## config.mk

```make
export PLATFORM = sky130hd
export DESIGN_NAME = uart_tx_fifo_flat
export DESIGN_NICKNAME = d
export VERILOG_FILES = /design/src/rtl/uart_tx_fifo_if.sv /design/src/rtl/uart_tx_fifo.sv /design/src/flat_wrapper.sv
export SDC_FILE = /design/constraint.sdc
export NUM_CORES = 1
export LEC_CHECK = 0
export ABC_AREA = 1
export BUFFER_PORTS_ARGS = -buffer_cell sky130_fd_sc_hd__buf_2
export CAP_MARGIN = 20
export CORE_MARGIN = 3
export CORE_UTILIZATION = 50
export DETAILED_ROUTE_END_ITERATION = 16
export PLACE_DENSITY = 0.67
export SLEW_MARGIN = 10
export SYNTH_ARGS = -nofsm -noshare
export SYNTH_HDL_FRONTEND = slang
export SYNTH_HIERARCHICAL = 1
export SYNTH_SLANG_ARGS = --single-unit
```

## constraint.sdc

```tcl
create_clock -name SCLK -period 2.55 [get_ports SCLK]
set_input_delay 0.255 -clock SCLK [delete_from_list [all_inputs] [get_ports SCLK]]
set_output_delay 0.255 -clock SCLK [all_outputs]
set_load 0.005 [all_outputs]
```

## src/rtl/uart_tx_fifo_if.sv

```systemverilog
// Byte-wide valid/ready handshake from the host into the UART transmit FIFO.
interface uart_tx_fifo_if;
  logic [7:0] TX_DATA;
  logic       TX_VALID;
  logic       TX_READY;

  modport master (output TX_DATA, output TX_VALID, input TX_READY);
  modport slave  (input TX_DATA, input TX_VALID, output TX_READY);
endinterface

```

## src/rtl/uart_tx_fifo.sv

```systemverilog
// 8N1 UART transmitter: handshake-fed byte FIFO followed by a tick-timed serialiser.
// Includes the baud generator shared with the receiver.

module baud_gen (
  input  logic       SCLK,
  input  logic       SCLR,
  input  logic [1:0] MODE,
  output logic       BAUD_CLK
);
  logic [2:0] div_cnt_reg;
  logic       baud_clk_reg;
  logic [2:0] half_last;

  // Half-period of BAUD_CLK in SCLK cycles, minus one: 8, 4, 2, 1 cycles.
  always_comb begin
    half_last = 3'd7;
    case (MODE)
      2'd0: half_last = 3'd7;
      2'd1: half_last = 3'd3;
      2'd2: half_last = 3'd1;
      2'd3: half_last = 3'd0;
      default: half_last = 3'd7;
    endcase
  end

  // >= keeps the divider sane when MODE drops below the current count.
  always_ff @(posedge SCLK) begin
    if (SCLR) begin
      div_cnt_reg  <= 3'd0;
      baud_clk_reg <= 1'b0;
    end else if (div_cnt_reg >= half_last) begin
      div_cnt_reg  <= 3'd0;
      baud_clk_reg <= ~baud_clk_reg;
    end else begin
      div_cnt_reg <= div_cnt_reg + 3'd1;
    end
  end

  assign BAUD_CLK = baud_clk_reg;
endmodule

module uart_tx_fifo #(
  parameter int FIFO_DEPTH = 4,
  parameter int OVS        = 8,
  parameter int STOP_BITS  = 1
) (
  input  logic          SCLK,
  input  logic          SCLR,
  input  logic [1:0]    MODE,
  uart_tx_fifo_if.slave bus,
  output logic          TX,
  output logic          TX_BUSY,
  output logic          TX_DONE
);
  localparam int PTR_W      = $clog2(FIFO_DEPTH);
  localparam int STOP_TICKS = STOP_BITS * OVS;
  localparam int CNT_W      = $clog2(STOP_TICKS);

  localparam logic [PTR_W:0] FULL_CNT  = (PTR_W + 1)'(FIFO_DEPTH);
  localparam logic [CNT_W-1:0] BIT_LAST  = CNT_W'(OVS - 1);
  localparam logic [CNT_W-1:0] STOP_LAST = CNT_W'(STOP_TICKS - 1);

  typedef enum logic [1:0] {IDLE, START, DATA, STOP} state_t;

  // Tick extraction
  logic baud_clk;
  logic baud_clk_d_reg;
  logic tick;

  baud_gen u_baud_gen (
    .SCLK     (SCLK),
    .SCLR     (SCLR),
    .MODE     (MODE),
    .BAUD_CLK (baud_clk)
  );

  always_ff @(posedge SCLK) begin
    if (SCLR) baud_clk_d_reg <= 1'b0;
    else      baud_clk_d_reg <= baud_clk;
  end

  assign tick = baud_clk & ~baud_clk_d_reg;

  // FIFO storage and pointers
  logic [7:0]       mem_reg [FIFO_DEPTH];
  logic [PTR_W-1:0] wr_ptr_reg;
  logic [PTR_W-1:0] rd_ptr_reg;
  logic [PTR_W:0]   count_reg;
  logic [PTR_W:0]   count_next;
  logic             push;
  logic             pop;
  logic             fifo_empty;

  assign bus.TX_READY = (count_reg != FULL_CNT);
  assign fifo_empty   = (count_reg == '0);
  assign push         = bus.TX_VALID && bus.TX_READY;

  always_comb begin
    count_next = count_reg;
    case ({push, pop})
      2'b10:   count_next = count_reg + 1'b1;
      2'b01:   count_next = count_reg - 1'b1;
      default: count_next = count_reg;
    endcase
  end

  always_ff @(posedge SCLK) begin
    if (push && !SCLR) mem_reg[wr_ptr_reg] <= bus.TX_DATA;
  end

  always_ff @(posedge SCLK) begin
    if (SCLR) begin
      wr_ptr_reg <= '0;
      rd_ptr_reg <= '0;
      count_reg  <= '0;
    end else begin
      if (push) wr_ptr_reg <= wr_ptr_reg + 1'b1;
      if (pop)  rd_ptr_reg <= rd_ptr_reg + 1'b1;
      count_reg <= count_next;
    end
  end

  // Serialiser FSM
  state_t           state_reg, state_next;
  logic [7:0]       shift_reg, shift_next;
  logic [CNT_W-1:0] tick_cnt_reg, tick_cnt_next;
  logic [2:0]       bit_cnt_reg, bit_cnt_next;
  logic             tx_reg, tx_next;
  logic             done_reg, done_next;

  always_ff @(posedge SCLK) begin
    if (SCLR) begin
      state_reg    <= IDLE;
      shift_reg    <= 8'd0;
      tick_cnt_reg <= '0;
      bit_cnt_reg  <= 3'd0;
      tx_reg       <= 1'b1;
      done_reg     <= 1'b0;
    end else begin
      state_reg    <= state_next;
      shift_reg    <= shift_next;
      tick_cnt_reg <= tick_cnt_next;
      bit_cnt_reg  <= bit_cnt_next;
      tx_reg       <= tx_next;
      done_reg     <= done_next;
    end
  end

  always_comb begin
    state_next    = state_reg;
    shift_next    = shift_reg;
    tick_cnt_next = tick_cnt_reg;
    bit_cnt_next  = bit_cnt_reg;
    done_next     = 1'b0;
    pop           = 1'b0;
    tx_next       = 1'b1;

    if (tick) begin
      case (state_reg)
        IDLE: begin
          if (!fifo_empty) begin
            pop           = 1'b1;
            shift_next    = mem_reg[rd_ptr_reg];
            tick_cnt_next = '0;
            bit_cnt_next  = 3'd0;
            state_next    = START;
          end
        end
        START: begin
          if (tick_cnt_reg == BIT_LAST) begin
            tick_cnt_next = '0;
            state_next    = DATA;
          end else begin
            tick_cnt_next = tick_cnt_reg + 1'b1;
          end
        end
        DATA: begin
          if (tick_cnt_reg == BIT_LAST) begin
            tick_cnt_next = '0;
            shift_next    = {1'b0, shift_reg[7:1]};
            if (bit_cnt_reg == 3'd7) begin
              bit_cnt_next = 3'd0;
              state_next   = STOP;
            end else begin
              bit_cnt_next = bit_cnt_reg + 3'd1;
            end
          end else begin
            tick_cnt_next = tick_cnt_reg + 1'b1;
          end
        end
        STOP: begin
          if (tick_cnt_reg == STOP_LAST) begin
            done_next     = 1'b1;
            tick_cnt_next = '0;
            // Chain straight into the next frame so queued bytes leave with no idle gap.
            if (!fifo_empty) begin
              pop          = 1'b1;
              shift_next   = mem_reg[rd_ptr_reg];
              bit_cnt_next = 3'd0;
              state_next   = START;
            end else begin
              state_next = IDLE;
            end
          end else begin
            tick_cnt_next = tick_cnt_reg + 1'b1;
          end
        end
        default: state_next = IDLE;
      endcase
    end

    // Line level follows the next state so TX is a clean register output.
    case (state_next)
      START:   tx_next = 1'b0;
      DATA:    tx_next = shift_next[0];
      default: tx_next = 1'b1;
    endcase
  end

  assign TX      = tx_reg;
  assign TX_DONE = done_reg;
  assign TX_BUSY = (state_reg != IDLE) || !fifo_empty;
endmodule

```

## src/flat_wrapper.sv

```systemverilog
// flat-port wrapper written by rule: the top's interface ports become plain ports
module uart_tx_fifo_flat 
#(
  parameter int FIFO_DEPTH = 4,
  parameter int OVS        = 8,
  parameter int STOP_BITS  = 1
)
  (SCLK, SCLR, MODE, TX, TX_BUSY, TX_DONE, bus_TX_DATA, bus_TX_VALID, bus_TX_READY);
  uart_tx_fifo_if bus_i ();
  input  logic SCLK;
  input  logic SCLR;
  input  logic [1:0] MODE;
  output logic TX;
  output logic TX_BUSY;
  output logic TX_DONE;
  input wire logic [$bits(bus_i.TX_DATA)-1:0] bus_TX_DATA;
  input wire logic [$bits(bus_i.TX_VALID)-1:0] bus_TX_VALID;
  output wire logic [$bits(bus_i.TX_READY)-1:0] bus_TX_READY;
  assign bus_i.TX_DATA = bus_TX_DATA;
  assign bus_i.TX_VALID = bus_TX_VALID;
  assign bus_TX_READY = bus_i.TX_READY;
  uart_tx_fifo #(.FIFO_DEPTH(FIFO_DEPTH), .OVS(OVS), .STOP_BITS(STOP_BITS)) u_core (.SCLK(SCLK), .SCLR(SCLR), .MODE(MODE), .bus(bus_i), .TX(TX), .TX_BUSY(TX_BUSY), .TX_DONE(TX_DONE));
endmodule
```

==> results, run 1 <==
- Compared with the post-synthesis result, the final layout area differs by 13.27%.
- The clock network accounts for 29.9% of the total power.
- met2 is the most crowded layer.
- The later-pin clock latency in the skew report is 0.33 ns.
- The commonest cells after synthesis are 85 x sky130_fd_sc_hd__nand2_1, 36 x sky130_fd_sc_hd__inv_1, 32 x sky130_fd_sc_hd__dfxtp_1, 32 x sky130_fd_sc_hd__edfxtp_1.
- The final clock period utilization by the worst path is 90.61%.
- Entering global routing, the biggest net connects 18 pins.
- The count of inserted antenna diode cells is 0.
- The critical path launch point is u_core/tick_cnt_reg[0]$_SDFFE_PP0P_.
- The number of nets in the synthesized netlist is 372.
- For this run, design rule violations remaining after detail routing come to 0.
- Across all hold checks on the routed design, the worst slack comes to 0.1414 ns.
- Global routing consumed, on the met1 layer, 22.72% of the routing resources.
- The die span in y is 84.65 um.
- The setup TNS is 0 ns.
- The transition time of the tightest slew-check pin is 0.4698 ns.
- After legalization and detailed placement, the total HPWL measured 3813 um.
- The row count is 28.
- The count of max-cap constraint violations is 0.
- The final layout contains routed wiring with a total length of 5381 um.
- The detailed router's first-iteration violation count is 198.
- Yosys mapped the design onto 31 distinct sky130hd cell types.
- The required time reported for the critical path endpoint is 2.76 ns.
- Measured in cells, the most critical reg-to-reg path has a length of 15.
- Hold repair after CTS inserted 0 buffers.
- Dividing total power by cell area gives a power density of 871.8 mW/mm2.
- The relative contribution of combinational cells to total power is 28.0%.
- The first-pass iteration count of the detailed router is 4.
- The tightest min-delay check is of the input pin to flop type.
- The die span in x is 84.65 um.
- The effective utilization at floorplan is 51.93%.
- Among cell families on the critical path, the largest total delay comes from adder cells.
- In this run, synthesis produced a sequential element count of 64.
- Counting the buffers created by CTS gives 9.
- The hold violation total from the final report is 0.
- The TritonCTS clock tree is built.
- The standby leakage power is 1.511 nW.
- In the final layout, the multi-input gates occupy 0.001297 mm2.
- The relative slew slack is 68.64%.
- The routed via count is 2,230.
- Summing all flip-flop and latch instances after layout gives 0.001602 mm2.
- After synthesis, the mean cell area works out to 9.097 um2.
- In the synthesized netlist the dominant register cell turns out to be sky130_fd_sc_hd__edfxtp_1.
- The number of instances in the synthesized netlist is 340.
- The number of flip-flops in the largest register is 32.
- The setup slack at placement is 0.2020 ns.
- The proportion of power drawn by flip-flops and latches is 42.1%.
- Summed over all nets, the switching power comes to 0.9943 mW.
- The number of warnings printed during yosys synthesis is 6.
- In this run the most critical hold path is launched from bus_TX_DATA[1].
- Fill cells in the final layout number 535.
- The critical register-to-register path startpoint is u_core/tick_cnt_reg[0]$_SDFFE_PP0P_.
- The congestion estimate from routability-driven global placement came to 0.7921.
- The worst setup skew after layout is 0.009661 ns.
- The met2 demand-to-capacity share in global routing is 25.98%.
- The port buffer count is 16.
- In this run, synthesis inferred 32 flip-flops with an integrated enable.
- The wire length per cell after detailed routing is 12.01 um.
- The initial antenna violation count is 0.
- At the worst endpoint, the arrival time is 2.52 ns.
- The met3 demand-to-capacity share in global routing is 2.944%.
- The top-area cell type share of the netlist area is 31.07%.
- Together, buffers and inverters on the worst path number 3.
- The fraction of final layout cells sized beyond drive strength 1 is 18.77%.
- Global routing finished with a remaining overflow of 0.
- The floorplan step defined a die boundary enclosing 0.007166 mm2.
- The longest clock path from root to sink contains 2 buffers.
- Counting instances, the worst hold path has a depth of 1.
- The startpoint type of the worst setup path is a flop.
- Ranked by total cell area, the synthesized netlist is headed by sky130_fd_sc_hd__edfxtp_1 31%, sky130_fd_sc_hd__dfxtp_1 21%, sky130_fd_sc_hd__nand2_1 10%, sky130_fd_sc_hd__ha_1 7.3%, sky130_fd_sc_hd__inv_1 4.4%.
- The signal on the critical path passes through ha_1 -> ha_1 -> nand2_1 -> nand2_4 -> nand2_4 -> inv_2 -> nand2_4 -> clkinv_2 -> ha_1 -> inv_1 -> fa_1 -> a21oi_1 -> o21ai_0 -> o21ai_0 -> a21oi_1.
- For this design, the slowest cell found on the critical path is sky130_fd_sc_hd__fa_1.
- The endpoint type of the worst setup path is a flop.
- The root buffer cell is sky130_fd_sc_hd__clkbuf_8.
- Setup repair after global routing left no endpoint under its margin.
- The switching part of the total power is 32.55%.
- After layout, the minimum clock period comes to 2.310 ns.
- The top achievable clock speed is 432.8 MHz.
- After synthesis, flip-flops and latches occupy 51.78% of the total area.
- The dominant cell type by area after synthesis is sky130_fd_sc_hd__edfxtp_1.
- The final-report max-slew violation count is 0.
- The number of sinks on the clock net is 64.
- The number of failing setup endpoints in the final timing report is 0.
- In the post-route analysis, the smallest setup slack over all paths is 0.2396 ns.
- The largest single stage delay on the critical path is 0.37 ns.
- In this run the number of cells on the critical path is 15.
- In this run the worst path has a maximum fanout of 3.
- The via count of the first global-routing pass is 2,070.
- The I/O pin count is 17.
- The netlist area before placement is 0.003093 mm2.
- For this run, asynchronously set or reset flops after synthesis account for 0%.
- IR analysis of the VDD net gives a maximum drop of 438.0 uV.
- The run finished with clean final reports.
- Dividing the detail-routed via count by the number of cells gives 4.978.
- The first-pass GRT wire length is 9459 um.
- The count of antenna-violating nets left after detailed routing is 0.
- The placeable core region is 0.005956 mm2.
- The cell with the most instances after synthesis is sky130_fd_sc_hd__nand2_1.
- The total routing usage reported by global routing is 16.66%.
- The kind of critical path is flop to flop.
- The H-tree was split into 3 levels.
- For this run, the post-layout net count is 400.
- The clock-pin slew on the worst setup and hold paths is 0.07 ns.
- The internal power contribution is 2.060 mW.
-- routing by layer --
| metal | vias to the layer above | part of all wire (%) |
|---|---|---|
| met1 | 1016 | 48 |
| li1 | 1172 | - |
| met2 | 34 | 47 |
| met3 | 8 | 3.2 |
| met5 | - | 0 |
| met4 | 0 | 1.5 |
-- through the flow --
step	power [mW]	cell area [um2]	utilization, %	std cells
floorplan	1.980	3093	-	340
global placement	2.151	3282	55.11	431
detailed placement	2.166	3282	55.11	431
CTS	3.087	3493	58.66	447
global route	3.276	3503	58.82	448
finish	3.054	3503	58.82	448
-- cells by family (layout without fill, tap and decap cells) --
family                     after synthesis  after routing  synth area share, %
AOI/OAI and AO/OA                       50             50                8.859
adders and majority gates               19             19                7.929
buffers and inverters                   49             82                6.351
DFF                                     64             64                51.78
xor gates and xnor gates                 1              1               0.2832
and+or+nand+nor                        157            157                24.80
-- placed cells by master, fill, tap and decap left out, drive strengths merged, types with 3 or more instances in the layout --
cell type	n
clkbuf	10
nor2	24
nand2	96
a21oi	27
ha	18
o211ai	6
buf	24
inv	41
dfxtp	32
edfxtp	32
o21ai	16
clkinv	3
nor3	8
nand3	27
-- power by group through the flow --
stage | clock network, mW | registers [mW] | logic, mW
6_report | 0.914 | 1.28 | 0.856
3_3_place_gp | 0 | 1.30 | 0.847
2_1_floorplan | 0 | 1.29 | 0.688
3_5_place_dp | 0 | 1.31 | 0.860
5_1_grt | 0.989 | 1.30 | 0.988
4_1_cts | 0.938 | 1.28 | 0.864
-- worst paths after layout --
check / end / slack, ns
max: u_core/count_reg[2]$_SDFFE_PP0P_ / 0.24
min: u_core/mem_reg[0][1]$_DFFE_PP_ / 0.14
max reg2reg: u_core/count_reg[2]$_SDFFE_PP0P_ / 0.24
min reg2reg: u_core/u_baud_gen/div_cnt_reg[0]$_SDFF_PP0_ / 0.45
-- area by class of cell --
type	instances	area share [%]
repair buffers	24	4.000
multi-input cells	227	37.04
clock inverters	6	2.393
clock buffers	10	3.643
inverters	42	4.536
flip-flops and latches	64	45.71
well taps	75	2.679
-- worst reg2reg max path: stages, from the launching register on --
cell,delay (ns)
sky130_fd_sc_hd__dfxtp_1,0.36
sky130_fd_sc_hd__ha_1,0.16
sky130_fd_sc_hd__ha_1,0.16
sky130_fd_sc_hd__nand2_1,0.13
sky130_fd_sc_hd__nand2_4,0.11
sky130_fd_sc_hd__nand2_4,0.05
sky130_fd_sc_hd__inv_2,0.06
sky130_fd_sc_hd__nand2_4,0.06
sky130_fd_sc_hd__clkinv_2,0.06
sky130_fd_sc_hd__ha_1,0.13
sky130_fd_sc_hd__inv_1,0.06
sky130_fd_sc_hd__fa_1,0.37
sky130_fd_sc_hd__a21oi_1,0.14
sky130_fd_sc_hd__o21ai_0,0.10
sky130_fd_sc_hd__o21ai_0,0.17
sky130_fd_sc_hd__a21oi_1,0.06
-- repair_timing --
item | 4_1_cts | 5_1_grt
setup endpoints to repair | 0 | 1
buffers inserted | 0 | 1
resized for setup | 0 | 1
No activity file was read; power rests on OpenSTA's default activity.
==> run 2: changes to the inputs <==
--- a/config.mk
+++ b/config.mk
@@ -7,7 +7,7 @@
 export LEC_CHECK = 0
 export ABC_AREA = 1
 export BUFFER_PORTS_ARGS = -buffer_cell sky130_fd_sc_hd__buf_2
-export CAP_MARGIN = 20
+export CAP_MARGIN = 5
 export CORE_MARGIN = 3
 export CORE_UTILIZATION = 50
 export DETAILED_ROUTE_END_ITERATION = 16
==> constraint.sdc (replaced) <==
create_clock -name SCLK -period 2.9 [get_ports SCLK]
set_input_delay 0.29 -clock SCLK [delete_from_list [all_inputs] [get_ports SCLK]]
set_output_delay 0.29 -clock SCLK [all_outputs]
set_load 0.02 [all_outputs]
==> run 2 against run 1 <==
Critical path depth unchanged. Core utilization decreased by 0.74 points. Sequential power decreased by 10%. Critical path type unchanged.
==> results, run 2 (synthesis results as in run 1) <==
- The total DRC errors in the routed layout is 0 (unchanged).
- The sum of routed wire length over all layers came to 5592 um (+3.9%).
- The count of antenna-violating nets left after detailed routing is 0 (unchanged).
- The cell class contributing the biggest share of worst-path delay is adder cells.
- The count of hold-fix buffers inserted at cts came to 0 (unchanged).
- The CTS H-tree depth was 3 (unchanged).
- The count of inserted antenna diode cells is 0 (unchanged).
- The routed via count came to 2,228 (-0.090%).
- Traced cell by cell, the critical path runs through ha_1 -> ha_1 -> nand2_1 -> nand2_4 -> nand2_4 -> inv_2 -> nand2_4 -> clkinv_2 -> ha_1 -> inv_1 -> fa_1 -> a21oi_1 -> o21ai_0 -> o21ai_0 -> a21oi_1.
- The later-pin clock latency in the skew report is 0.33 ns (about the same).
- The number of sinks on the clock net is 64 (unchanged).
- The number of vias per cell after detailed routing is 5.029 (+1.0%).
- The placer congestion estimate is 0.8639 (+9.1%).
- The first-pass GRT wire length is 9908 um (+4.7%).
- The worst-path maximum fanout came to 8 (+5).
- The relative slew slack is 57.08% (-12 points).
- The first-pass iteration count of the detailed router came to 4 (unchanged).
- Setup repair after global routing left no endpoint under its margin.
- The maximum buffer depth of the clock tree is 2 (unchanged).
- The area of combinational cells with multiple inputs came to 0.001295 mm2 (-0.19%).
- The maximum number of pins on one net before global-route repair is 19 (+1).
- The detailed-placement wirelength estimate is 3792 um (-0.55%).
- The port buffer count is 16 (unchanged).
- The number of buffers added for setup after CTS is 0 (unchanged).
- The final critical path time including I/O delays and setup is 2.529 ns (+0.2181 ns).
- The path class of the tightest hold or removal check is input pin to flop.
- The hold-critical path depth is 1 (unchanged).
- The placed instance area is 0.003259 mm2 (-0.69%).
- The die span in x was 84.65 um (unchanged).
- The count of instances resized after the clock tree is built came to 0 (unchanged).
- The setup TNS is 0 ns (unchanged).
- The tree is rooted in a sky130_fd_sc_hd__clkbuf_8.
- The number of failing setup endpoints in the final timing report is 0 (unchanged).
- The TritonCTS clock tree is built.
- The clock-pin slew on the worst setup and hold paths came to 0.07 ns (about the same).
- The total routing usage reported by global routing came to 17.65% (+0.99 points).
- The startpoint of the tightest hold check path is bus_TX_DATA[3].
- The final-report max-slew violation count is 0 (unchanged).
- The startpoint type of the worst setup path is a flop.
- The transition time of the tightest slew-check pin was 0.6430 ns (+0.1731 ns).
- The hold violation total from the final report came to 0 (unchanged).
- The hold-critical path endpoint is u_core/mem_reg[3][3]$_DFFE_PP_.
- The capture point of the worst reg-to-reg path is u_core/count_reg[2]$_SDFFE_PP0P_.
- The number of nets in the layout is 396 (-1.0%).
- The post-layout worst setup margin is 0.3715 ns (+0.1319 ns).
- The die area was 0.007166 mm2 (unchanged).
- The die span in y was 84.65 um (unchanged).
- Relative to the synthesized area, the layout overhead comes to 11.85%.
- The wire length per cell after detailed routing is 12.62 um (+5.1%).
- The kind of critical path is flop to flop.
- The I/O pin count is 17 (unchanged).
- The top achievable clock speed is 395.5 MHz (-8.6%).
- The effective utilization at floorplan is 51.93% (unchanged).
- The setup slack at placement was 0.3957 ns (+0.1937 ns).
- The standby leakage power is 1.495 nW (-1.1%).
- The reg-to-reg setup timing slack is 0.37 ns (+0.13 ns).
- The highest ir drop seen on vdd is 411.7 uV (-6.0%).
- The placeable core region is 0.005956 mm2 (unchanged).
- The total grt overflow is 0 (unchanged).
- The endpoint arrival time on the critical path is 2.74 ns (+0.22 ns).
- The run finished with clean final reports.
- The final design area excluding fillers is 0.003460 mm2 (-1.2%).
- The number of buffers added by the clock tree synthesis step was 9 (unchanged).
- The area taken by flip-flops and latches is 0.001602 mm2 (unchanged).
- The required time reported for the critical path endpoint is 3.11 ns (+0.35 ns).
- The fraction of final layout cells sized beyond drive strength 1 came to 17.12% (-1.6 points).
- The final clock period utilization by the worst path is 87.19% (-3.4 points).
- The initial antenna violation count is 0 (unchanged).
- In this run the critical register-to-register path is launched from u_core/tick_cnt_reg[0]$_SDFFE_PP0P_.
- The count of cells along the worst register-to-register path is 15 (unchanged).
- The largest stage delay on the critical path was 0.37 ns (about the same).
- The power per cell area came to 776.8 mW/mm2 (-11%).
- The via count of the first global-routing pass came to 2,162 (+4.4%).
- The count of max-cap constraint violations is 0 (unchanged).
- The worst setup skew after layout was 0.007473 ns (-0.002187 ns).
- The most common cell after layout, fill and taps aside is sky130_fd_sc_hd__nand2_1.
- The detailed router's first-iteration violation count came to 103 (-48%).
- The number of filler cells placed in the layout is 517 (-3.4%).
- The sum of buffers and inverters on the critical path is 3 (unchanged).
- For this design, the slowest cell found on the critical path is sky130_fd_sc_hd__fa_1.
- The library cells used most frequently in the layout, excluding fill and tap cells, are 85 x sky130_fd_sc_hd__nand2_1, 36 x sky130_fd_sc_hd__inv_1, 32 x sky130_fd_sc_hd__dfxtp_1, 32 x sky130_fd_sc_hd__edfxtp_1.
- The number of flip-flops in the largest register is 32 (unchanged).
- The worst setup path is captured at a flop.
- The row count is 28 (unchanged).
-- run 2: cell count changes in the layout (fill, tap and decap cells not counted), sizes merged --
| cell | change |
|---|---|
| clkinv | +1 |
| clkinvlp | -2 |
| buf | -4 |
-- run 2: worst max-delay path by stage --
stage / startpoint / end / slack (ns) / cells past startpoint
floorplan: u_core/tick_cnt_reg[0]$_SDFFE_PP0P_ / u_core/count_reg[2]$_SDFFE_PP0P_ / 0.64 / 15
global placement: u_core/tick_cnt_reg[0]$_SDFFE_PP0P_ / u_core/count_reg[2]$_SDFFE_PP0P_ / 0.47 / 15
detailed placement: u_core/tick_cnt_reg[0]$_SDFFE_PP0P_ / u_core/count_reg[2]$_SDFFE_PP0P_ / 0.40 / 15
finish: u_core/tick_cnt_reg[0]$_SDFFE_PP0P_ / u_core/count_reg[2]$_SDFFE_PP0P_ / 0.37 / 15
CTS: u_core/tick_cnt_reg[0]$_SDFFE_PP0P_ / u_core/count_reg[2]$_SDFFE_PP0P_ / 0.38 / 15
global route: u_core/tick_cnt_reg[0]$_SDFFE_PP0P_ / u_core/count_reg[2]$_SDFFE_PP0P_ / 0.16 / 15
-- run 2: routing by layer --
metal	track usage (%)	vias up	wire length [um]	share of wire (%)
li1	-	1163	-	-
met3	3.337	11	175	3.1
met5	0	-	0	0
met2	26.26	33	2571	46
met1	24.24	1021	2725	49
met4	9.784	0	119	2.1
-- run 2: cell type report --
cell class	count	area share, %
Sequential cell	64	46.29
Multi-Input combinational cell	227	37.43
Inverter	42	4.593
Clock buffer	10	3.689
Timing Repair Buffer	20	3.183
Tap cell	75	2.712
Clock inverter	5	2.098
-- run 2: stage by stage --
step | util [%] | power (mW) | cells | hold WS (ns)
after floorplan | - | 1.759 | 340 | 0.3595
after global placement | 54.73 | 1.901 | 428 | 0.4436
after global routing | 58.09 | 2.866 | 443 | 0.1586
after detailed placement | 54.73 | 1.920 | 428 | 0.4486
after CTS | 58.09 | 2.715 | 443 | 0.1535
final | 58.09 | 2.687 | 443 | 0.1720
-- run 2: where the power goes --
group | total [mW] | internal [mW] | switching [mW] | leakage (nW)
clock | 0.785 | 0.472 | 0.313 | 0.101
combinational | 0.752 | 0.265 | 0.486 | 0.841
sequential | 1.15 | 1.06 | 0.0917 | 0.552
-- run 2: worst register-to-register path: cells and delay by family, from the launching register on --
kind / cells / cell delay, ns
adders and majority gates: 4 / 0.96
DFF: 1 / 0.36
buffers and inverters: 3 / 0.19
AOI/OAI and AO/OA: 4 / 0.45
and+or+nand+nor: 4 / 0.44
